File: config.mk
export PLATFORM = sky130hd
export DESIGN_NAME = frame_sequencer
export DESIGN_NICKNAME = d
export VERILOG_FILES = /design/src/rtl/game_pkg.sv /design/src/rtl/draw_watchdog.sv /design/src/rtl/frame_sequencer.sv
export SDC_FILE = /design/constraint.sdc
export NUM_CORES = 1
export LEC_CHECK = 0
export CORE_MARGIN = 1.5
export CORE_UTILIZATION = 53
export DETAILED_ROUTE_END_ITERATION = 8
export PLACE_DENSITY_LB_ADDON = 0.3
export SLEW_MARGIN = 20
export SYNTH_ARGS = -nofsm -noshare
export SYNTH_HDL_FRONTEND = slang
export SYNTH_SLANG_ARGS = --single-unit
export TNS_END_PERCENT = 30
File: constraint.sdc
create_clock -name clock -period 2.73 [get_ports clock]
set_input_delay 0.4095 -clock clock [delete_from_list [all_inputs] [get_ports clock]]
set_output_delay 0.4095 -clock clock [all_outputs]
set_load 0.01 [all_outputs]
File: src/rtl/game_pkg.sv
// Shared definitions for the per-frame game-loop sequencer: state encoding,
// ON/OFF levels and default widths.
package game_pkg;

  localparam logic ON  = 1'b1;
  localparam logic OFF = 1'b0;

  localparam int DEF_N_ENEMIES   = 4;
  localparam int DEF_IDX_W       = 4;
  localparam int DEF_FRAME_W     = 16;
  localparam int DEF_TIMEOUT_CYC = 131072;
  localparam int DEF_TMO_W       = 18;

  typedef enum logic [3:0] {
    S_INIT          = 4'd0,
    S_IDLE          = 4'd1,
    S_GEN_MOVE      = 4'd2,
    S_CHECK_COLLIDE = 4'd3,
    S_LINK_ACTION   = 4'd4,
    S_MOVE_ENEMIES  = 4'd5,
    S_DRAW_MAP      = 4'd6,
    S_DRAW_LINK     = 4'd7,
    S_DRAW_ENEMY    = 4'd8,
    S_ENEMY_SEL     = 4'd9,
    S_GAME_OVER     = 4'd10
  } state_t;

  function automatic logic is_draw(input state_t s);
    return (s == S_DRAW_MAP) || (s == S_DRAW_LINK) || (s == S_DRAW_ENEMY);
  endfunction

endpackage

File: src/rtl/draw_watchdog.sv
// Cycle counter bounding the time spent in one draw state; expired pulses on
// the last allowed cycle. TIMEOUT_CYC of 0 disables it.
module draw_watchdog
  import game_pkg::*;
#(
  parameter int TIMEOUT_CYC = DEF_TIMEOUT_CYC,
  parameter int TMO_W       = DEF_TMO_W
) (
  input  logic clock,
  input  logic resetn,
  input  logic clear,
  input  logic enable,
  output logic expired
);

  if (TIMEOUT_CYC == 0) begin : g_off
    assign expired = OFF;
  end else begin : g_on
    localparam logic [TMO_W-1:0] LAST = TMO_W'(TIMEOUT_CYC - 1);
    logic [TMO_W-1:0] r_cnt;

    always_ff @(posedge clock or negedge resetn) begin
      if (!resetn)     r_cnt <= '0;
      else if (clear)  r_cnt <= '0;
      else if (enable) r_cnt <= r_cnt + 1'b1;
    end

    assign expired = enable && (r_cnt == LAST);
  end

endmodule

File: src/rtl/frame_sequencer.sv
// Top-level per-frame sequencer of the game loop: walks the datapath through
// move generation, collision, actions and the map/Link/enemy draw passes.
module frame_sequencer
  import game_pkg::*;
#(
  parameter int N_ENEMIES   = DEF_N_ENEMIES,
  parameter int IDX_W       = DEF_IDX_W,
  parameter int FRAME_W     = DEF_FRAME_W,
  parameter int TIMEOUT_CYC = DEF_TIMEOUT_CYC,
  parameter int TMO_W       = DEF_TMO_W
) (
  input  logic                 clock,
  input  logic                 resetn,
  input  logic                 pause,
  input  logic                 link_dead,
  input  logic                 idle_done,
  input  logic                 draw_map_done,
  input  logic                 draw_link_done,
  input  logic                 draw_enemy_done,
  input  logic [N_ENEMIES-1:0] enemy_alive,
  output logic                 init,
  output logic                 idle,
  output logic                 gen_move,
  output logic                 check_collide,
  output logic                 apply_act_link,
  output logic                 move_enemies,
  output logic                 draw_map,
  output logic                 draw_link,
  output logic                 draw_enemy,
  output logic [IDX_W-1:0]     enemy_idx,
  output logic [FRAME_W-1:0]   frame_count,
  output logic                 game_over,
  output logic                 timeout_err
);

  localparam int PAD_W = 1 << IDX_W;

  state_t             r_state, w_next;
  logic [IDX_W-1:0]   r_enemy_idx;
  logic [FRAME_W-1:0] r_frame_count;
  logic               r_timeout_err;

  logic               w_in_draw, w_done, w_expired, w_adv, w_idx_end, w_alive_cur;
  logic [PAD_W-1:0]   w_alive_pad;

  // Padded so the scan index never selects past the vector, even at idx==N.
  assign w_alive_pad = PAD_W'(enemy_alive);
  assign w_alive_cur = w_alive_pad[r_enemy_idx];
  assign w_idx_end   = (r_enemy_idx == IDX_W'(N_ENEMIES));
  assign w_in_draw   = is_draw(r_state);

  always_comb begin
    w_done = OFF;
    case (r_state)
      S_DRAW_MAP:   w_done = draw_map_done;
      S_DRAW_LINK:  w_done = draw_link_done;
      S_DRAW_ENEMY: w_done = draw_enemy_done;
      default:      w_done = OFF;
    endcase
  end

  assign w_adv = w_done || w_expired;

  draw_watchdog #(
    .TIMEOUT_CYC (TIMEOUT_CYC),
    .TMO_W       (TMO_W)
  ) u_wdog (
    .clock   (clock),
    .resetn  (resetn),
    .clear   (w_next != r_state),
    .enable  (w_in_draw),
    .expired (w_expired)
  );

  always_ff @(posedge clock or negedge resetn) begin
    if (!resetn) r_state <= S_INIT;
    else         r_state <= w_next;
  end

  always_comb begin
    w_next         = r_state;
    init           = OFF;
    idle           = OFF;
    gen_move       = OFF;
    check_collide  = OFF;
    apply_act_link = OFF;
    move_enemies   = OFF;
    draw_map       = OFF;
    draw_link      = OFF;
    draw_enemy     = OFF;
    game_over      = OFF;
    case (r_state)
      S_INIT: begin
        init   = ON;
        w_next = S_DRAW_MAP;
      end
      S_IDLE: begin
        idle = ON;
        if (idle_done && !pause) w_next = S_GEN_MOVE;
      end
      S_GEN_MOVE: begin
        gen_move = ON;
        w_next   = S_CHECK_COLLIDE;
      end
      S_CHECK_COLLIDE: begin
        check_collide = ON;
        w_next        = link_dead ? S_GAME_OVER : S_LINK_ACTION;
      end
      S_LINK_ACTION: begin
        apply_act_link = ON;
        w_next         = S_MOVE_ENEMIES;
      end
      S_MOVE_ENEMIES: begin
        move_enemies = ON;
        w_next       = S_DRAW_MAP;
      end
      S_DRAW_MAP: begin
        draw_map = ON;
        if (w_adv) w_next = S_DRAW_LINK;
      end
      S_DRAW_LINK: begin
        draw_link = ON;
        if (w_adv) w_next = S_ENEMY_SEL;
      end
      S_ENEMY_SEL: begin
        if (w_idx_end)        w_next = S_IDLE;
        else if (w_alive_cur) w_next = S_DRAW_ENEMY;
      end
      S_DRAW_ENEMY: begin
        draw_enemy = ON;
        if (w_adv) w_next = S_ENEMY_SEL;
      end
      S_GAME_OVER: game_over = ON;
      default:     w_next = S_INIT;
    endcase
  end

  always_ff @(posedge clock or negedge resetn) begin
    if (!resetn) begin
      r_enemy_idx   <= '0;
      r_frame_count <= '0;
      r_timeout_err <= OFF;
    end else begin
      if (r_state == S_DRAW_LINK && w_adv)
        r_enemy_idx <= '0;
      else if (r_state == S_ENEMY_SEL && !w_idx_end && !w_alive_cur)
        r_enemy_idx <= r_enemy_idx + 1'b1;
      else if (r_state == S_DRAW_ENEMY && w_adv)
        r_enemy_idx <= r_enemy_idx + 1'b1;

      if (r_state == S_ENEMY_SEL && w_idx_end)
        r_frame_count <= r_frame_count + 1'b1;

      // A done arriving on the expiry cycle wins; only a true abort is flagged.
      if (w_in_draw && w_expired && !w_done)
        r_timeout_err <= ON;
    end
  end

  assign enemy_idx   = r_enemy_idx;
  assign frame_count = r_frame_count;
  assign timeout_err = r_timeout_err;

endmodule

After elaboration in Yosys (flattened, before gate mapping)
Index checks and enable logic that the tools add are counted.
Word-level totals
  register bits: 43
  bits of input ports: 12
  output and inout port bits: 31
  logic and storage cells: 68
Cells by class
  add/sub/neg operators: 3
  order comparisons: 1
  eq/ne operators: 13
  muxes and demuxes: 25
  reduce and logical (&&, ||, !) cells: 21
Operators by type and width (number)
  $mux W18: 2
  $mux W4: 9
  $pmux W4 S9: 1
  $eq A4 B3 Y1 const B: 5
  $add A18 B1 Y18 const B: 1
  $eq A18 B17 Y1 const B: 1
  $add A16 B1 Y16 const B: 1
  $eq A4 B4 Y1 const B: 3
  $mux W1: 11
  $logic_and A1 B1 Y1: 9
  $eq A4 B2 Y1 const B: 2
  $lt A4 B5 Y1 const B: 1
  $add A4 B1 Y4 const B: 1
  $bmux W1 S4: 1
  $eq A4 B1 Y1 const B: 1
  $logic_not A1 Y1: 4
  $logic_not A4 Y1: 1
  $ne A4 B4 Y1: 1
  $reduce_or A2 Y1: 2
  $logic_or A1 B1 Y1: 3
  $pmux W1 S3: 1
  $reduce_bool A3 Y1: 1
  $reduce_bool A2 Y1: 1

Longest topological paths before layout
  depth in word-level cells: 9
  gate-level depth with buffers: 9

Modules after synthesis
From an unflattened synthesis, not the netlist that was laid out.
Unflattened totals
  cells, all modules: 253
  area, all modules: 2488.6 um2
By module, submodules not included
  frame_sequencer: instances 1, cells an instance 153, area an instance 1510.2 um2, seq. area each 625.6 um2
  draw_watchdog: instances 1, cells an instance 100, area an instance 978.4 um2, seq. area each 450.4 um2

Least setup slack after synthesis
No wires, ideal clock.
  path kind: reg2reg
  from: register r_enemy_idx[0] (netlist: enemy_idx[0])
  to: register r_enemy_idx[3] (netlist: enemy_idx[3])
  setup time: 0.079 ns
  data arrival time: 2.214 ns
  required time: 2.651 ns
  path slack: 0.437 ns
  stages on the path, launching flop included: 7
  path buffers: 0
  clock period less this slack: 2.293 ns
  path through: dfrtp_1 -> mux4_2 -> nor3b_1 -> or4b_4 -> or2_1 -> a21oi_2 -> mux2i_1
On the way
  longest elaborated chain between the ends: 6
  elaborated cells between the ends (all ways): 12
  classes of those cells: add/sub: 1; eq/ne: 1; mux: 5; reduce/logical: 5
RTL lines
  from (decl): RTL line frame_sequencer.sv:39  | logic [IDX_W-1:0] r_enemy_idx;
  from (signal assigned): RTL line frame_sequencer.sv:147  | r_enemy_idx <= r_enemy_idx + 1'b1;
  from (signal assigned): RTL line frame_sequencer.sv:149  | r_enemy_idx <= r_enemy_idx + 1'b1;
  $bmux W1 S4 / $eq A4 B3 Y1 (equally long branches): RTL line frame_sequencer.sv:48, frame_sequencer.sv:49
  $mux W1 (not written as such) / $logic_not A1 Y1 (equally long branches): RTL line frame_sequencer.sv:48, frame_sequencer.sv:146
  $logic_not A1 Y1 / $logic_and A1 B1 Y1 (equally long branches): RTL line frame_sequencer.sv:146  | else if (r_state == S_ENEMY_SEL && !w_idx_end && !w_alive_cur)
  $logic_and A1 B1 Y1: RTL line frame_sequencer.sv:146
  $mux W4: RTL line frame_sequencer.sv:146
  $mux W4: RTL line frame_sequencer.sv:144  | if (r_state == S_DRAW_LINK && w_adv)
Parallel ways exist; a longest one is shown, timed or not. The select of a mux whose other input is x is not followed.
A chain may end at the register's enable or synchronous reset.

Worst setup path after layout
  from: register r_state[1]
  to: output port draw_enemy
On the way
  longest elaborated chain between the ends: 2
RTL lines
  from (decl): RTL line frame_sequencer.sv:38  | state_t r_state, w_next;
  from (signal assigned): RTL line frame_sequencer.sv:77  | else r_state <= w_next;
  $eq A4 B4 Y1: RTL line frame_sequencer.sv:92  | case (r_state)
  $mux W1: RTL line frame_sequencer.sv:92
  to (decl): RTL line frame_sequencer.sv:29  | output logic draw_enemy,
No other way between the ends.

==> parameters.txt <==
Parameter                              Value

Status
  Run status ... completed

Drt
  Number of DRC markers after the initial detailed-route iteration ... between 100 and 150
  Number of detailed-route iterations in the first pass ... 4
  Routed wirelength normalized by instance count ... 14.1 µm
  Drt via density ... between 5 and 6
  WL final ... 4.97 mm
  DRC violation count after routing ... 0
  ANT nets after route ... 0
  Via count ... 1956

Global route
  M1 GR Usage ... 0.285
  Met2 track demand over resource ... 0.346
  Wire length of the first global-routing pass ... approximately 8.4 mm
  Sum of overflow across all layers after global routing ... 0
  Busiest layer in global routing ... met2
  Initial antenna violation count ... 0
  Pin count of the biggest net entering global routing ... 44
  Overall global routing resource usage ... 0.212
  Vias in the first global route ... between 1500 and 2000
  Grt met3 use ... 0.0527

Final layout
  Layout Area Growth over Synthesis ... 24.2%
  Layout cells sized above 1 ... 0.0930
  Non-filler cells, final ... 353
  Diodes inserted ... 0
  Final #Nets ... roughly 320

Die
  Effective utilization at floorplan ... 0.554
  Die Footprint ... 5000 µm²
  Core region area ... about 4400 µm²
  Die X ... 70.7 µm
  Row Count ... 24
  Chip Height ... 70.7 µm
  Io pins ... 43

Place
  Post-placement cell count ... between 300 and 400
  Post-place setup slack ... between 0.05 and 0.06 ns
  Routability Congestion ... about 0.8
  Dpl hpwl ... roughly 3.5 mm
  Number of input and output port buffers inserted ... 42

Clock tree
  CTS H-tree lvls ... 2
  Insertion delay of the later-clocked pin in the worst-skew pair ... 0.30 ns
  TritonCTS clock tree ... done
  Setup fix buffers added after clock tree synthesis ... 0
  CTS hold repair buffers ... 0
  Number of buffers on the longest clock path ... 2
  Clock sinks ... 43
  Count of cells resized by post-cts repair ... 0
  Clock Pin Slew Worst Setup and Hold Paths ... 0.09 ns
  Clock root buffer ... clkbuf_8
  Num CTS Buffers ... 5

STA
  Worst hold margin ... roughly 0.24 ns
  Final worst clock skew ... around 0.0069 ns
  Number of endpoints with negative hold slack in the final report ... 0
  Final WS setup ... 0.257 ns
  Setup-violating endpoint count in the final report ... 0
  Max-Slew Margin vs Limit ... 0.379
  Setup TNS ... 0 ns
  Period utilisation layout ... 0.906
  Number of max-slew violations in the final report ... 0
  Clock period minus final worst setup slack ... around 2.5 ns
  Unrepaired setup endpoints after global routing ... no
  Achievable clock frequency ... 404 MHz
  Transition time at the pin with the least slew margin ... between 0.9 and 1 ns

Synthesis
  Synthesized net count ... roughly 270
  Post-Syn Instances ... between 200 and 300
  Number of unique standard cell types used by synthesis ... 49
  Synthesis warning total ... 0
  Primary flip-flop cell chosen by synthesis mapping ... dfrtp_1
  Avg Cell Area, Syn ... 9.53 µm²
  Share of async-settable or async-resettable flops after synthesis ... 1.00
  Register bit total from synthesis ... between 40 and 50
  Register area share after synthesis ... 0.443
  Netlist area before placement ... between 2000 and 2500 µm²
  Number of synthesized flops with an enable pin ... 0

Setup path
  Crit path arrival time ... a little over 2 ns
  Startpoint of the worst-slack reg-to-reg timing path ... enemy_idx[0]
  Data required time of the worst path ... 2.32 ns
  Length in cells of the worst reg-to-reg path ... 6
  Element type at the critical path start ... flop
  Biggest fanout along the worst timing path ... 15
  Worst setup path category ... flop to output pin
  Endpoint of the worst-slack reg-to-reg timing path ... enemy_idx[3]
  Worst Setup End Kind ... output pin
  Worst reg-to-reg setup slack ... 0.34 ns

Power
  IR drop worst, VDD ... between 0.6 and 0.7 mV
  Post-route total power ... 2240 µW
  Power per unit of standard cell area ... around 740 nW/µm²
  Static power due to leakage ... ~0.0013 µW

Job
  Maximum Capacitance Violations ... 0

Min path
  Hold WC Path Type ... input pin to async pin
==> placed cells by master (no fill, tap or decap), drive strengths merged, types with 5 or more instances in the layout <==
master         count
clkbuf             5
xnor2             21
clkdlybuf4s50     41
nand3             14
xor2              11
a21oi             10
buf                6
nand4              7
nor2              32
nand2             20
o21ai             16
nor3               5
nand2b             7
inv                9
dfrtp             43
and4               5
==> routing by layer <==
layer	up-vias	wire length, µm
met1	944	2290
met5	-	0
li1	971	-
met2	39	2490
met4	0	15
met3	2	176
==> flip-flops by register name, summed over array words and instances (netlist names) <==
name and flops:
enemy_idx 4, frame_count 16, r_state 4, timeout_err 1, u_wdog.g_on.r_cnt 18
==> synthesized netlist by cell type (6+ instances only) <==
library cell	count	area share
nand3_1	14	0.029
nand2b_1	7	0.018
xnor2_1	21	0.076
xor2_1	11	0.040
dfrtp_1	43	0.44
nand2_1	20	0.031
o21ai_0	14	0.029
inv_1	8	0.012
nor2_1	32	0.049
clkbuf_1	7	0.011
a21oi_1	9	0.019
nand4_1	6	0.015
==> worst max path at each step <==
stage	from	slack, ns	cells past startpoint	end
6_report	r_state[1]	0.26	3	draw_enemy
5_1_grt	r_state[1]	0.19	3	draw_enemy
4_1_cts	r_state[1]	0.25	3	draw_enemy
3_5_place_dp	enemy_alive[2]	0.05	7	u_wdog.g_on.r_cnt[1]
3_3_place_gp	enemy_alive[3]	0.12	7	u_wdog.g_on.r_cnt[1]
2_1_floorplan	enemy_idx[0]	0.44	6	enemy_idx[3]
==> report_power, final <==
group | switching (µW) | internal, µW
sequential | 73.2 | 684
clock | 231 | 273
combinational | 570 | 412
==> area by class of cell <==
cell class / instances / area (µm²)
Clock buffer: 5 / 68.8
Timing Repair Buffer: 47 / 453
Inverter: 9 / 33.8
Fill cell: 363 / 1370
Tap cell: 52 / 65.1
Sequential cell: 43 / 1080
Multi-Input combinational cell: 194 / 1280
Clock inverter: 3 / 43.8
==> metrics by stage <==
step / util / cell area, µm²
after floorplan: - / 2430
after global placement: 0.663 / 2910
after detailed placement: 0.663 / 2910
after CTS: 0.688 / 3020
after global routing: 0.688 / 3020
final: 0.688 / 3020
==> logic make-up (layout without fill, tap and decap cells) <==
group                      count (synthesis)  after routing  share of synthesized area
and+or+nand+nor                          118            118                      0.277
buffers and inverters                     18             64                     0.0314
DFF                                       43             43                      0.443
adders and majority gates                  4              4                     0.0206
AOI/OAI and AO/OA                         36             36                     0.0906
xor gates and xnor gates                  32             32                      0.115
muxes                                      4              4                     0.0221
==> critical path, stage by stage (launching register included) <==
cell and delay, ns:
dfrtp_1 0.54, or4b_4 0.59, inv_2 0.11, clkdlybuf4s50_1 0.53
(Power assumes the default switching activity.)
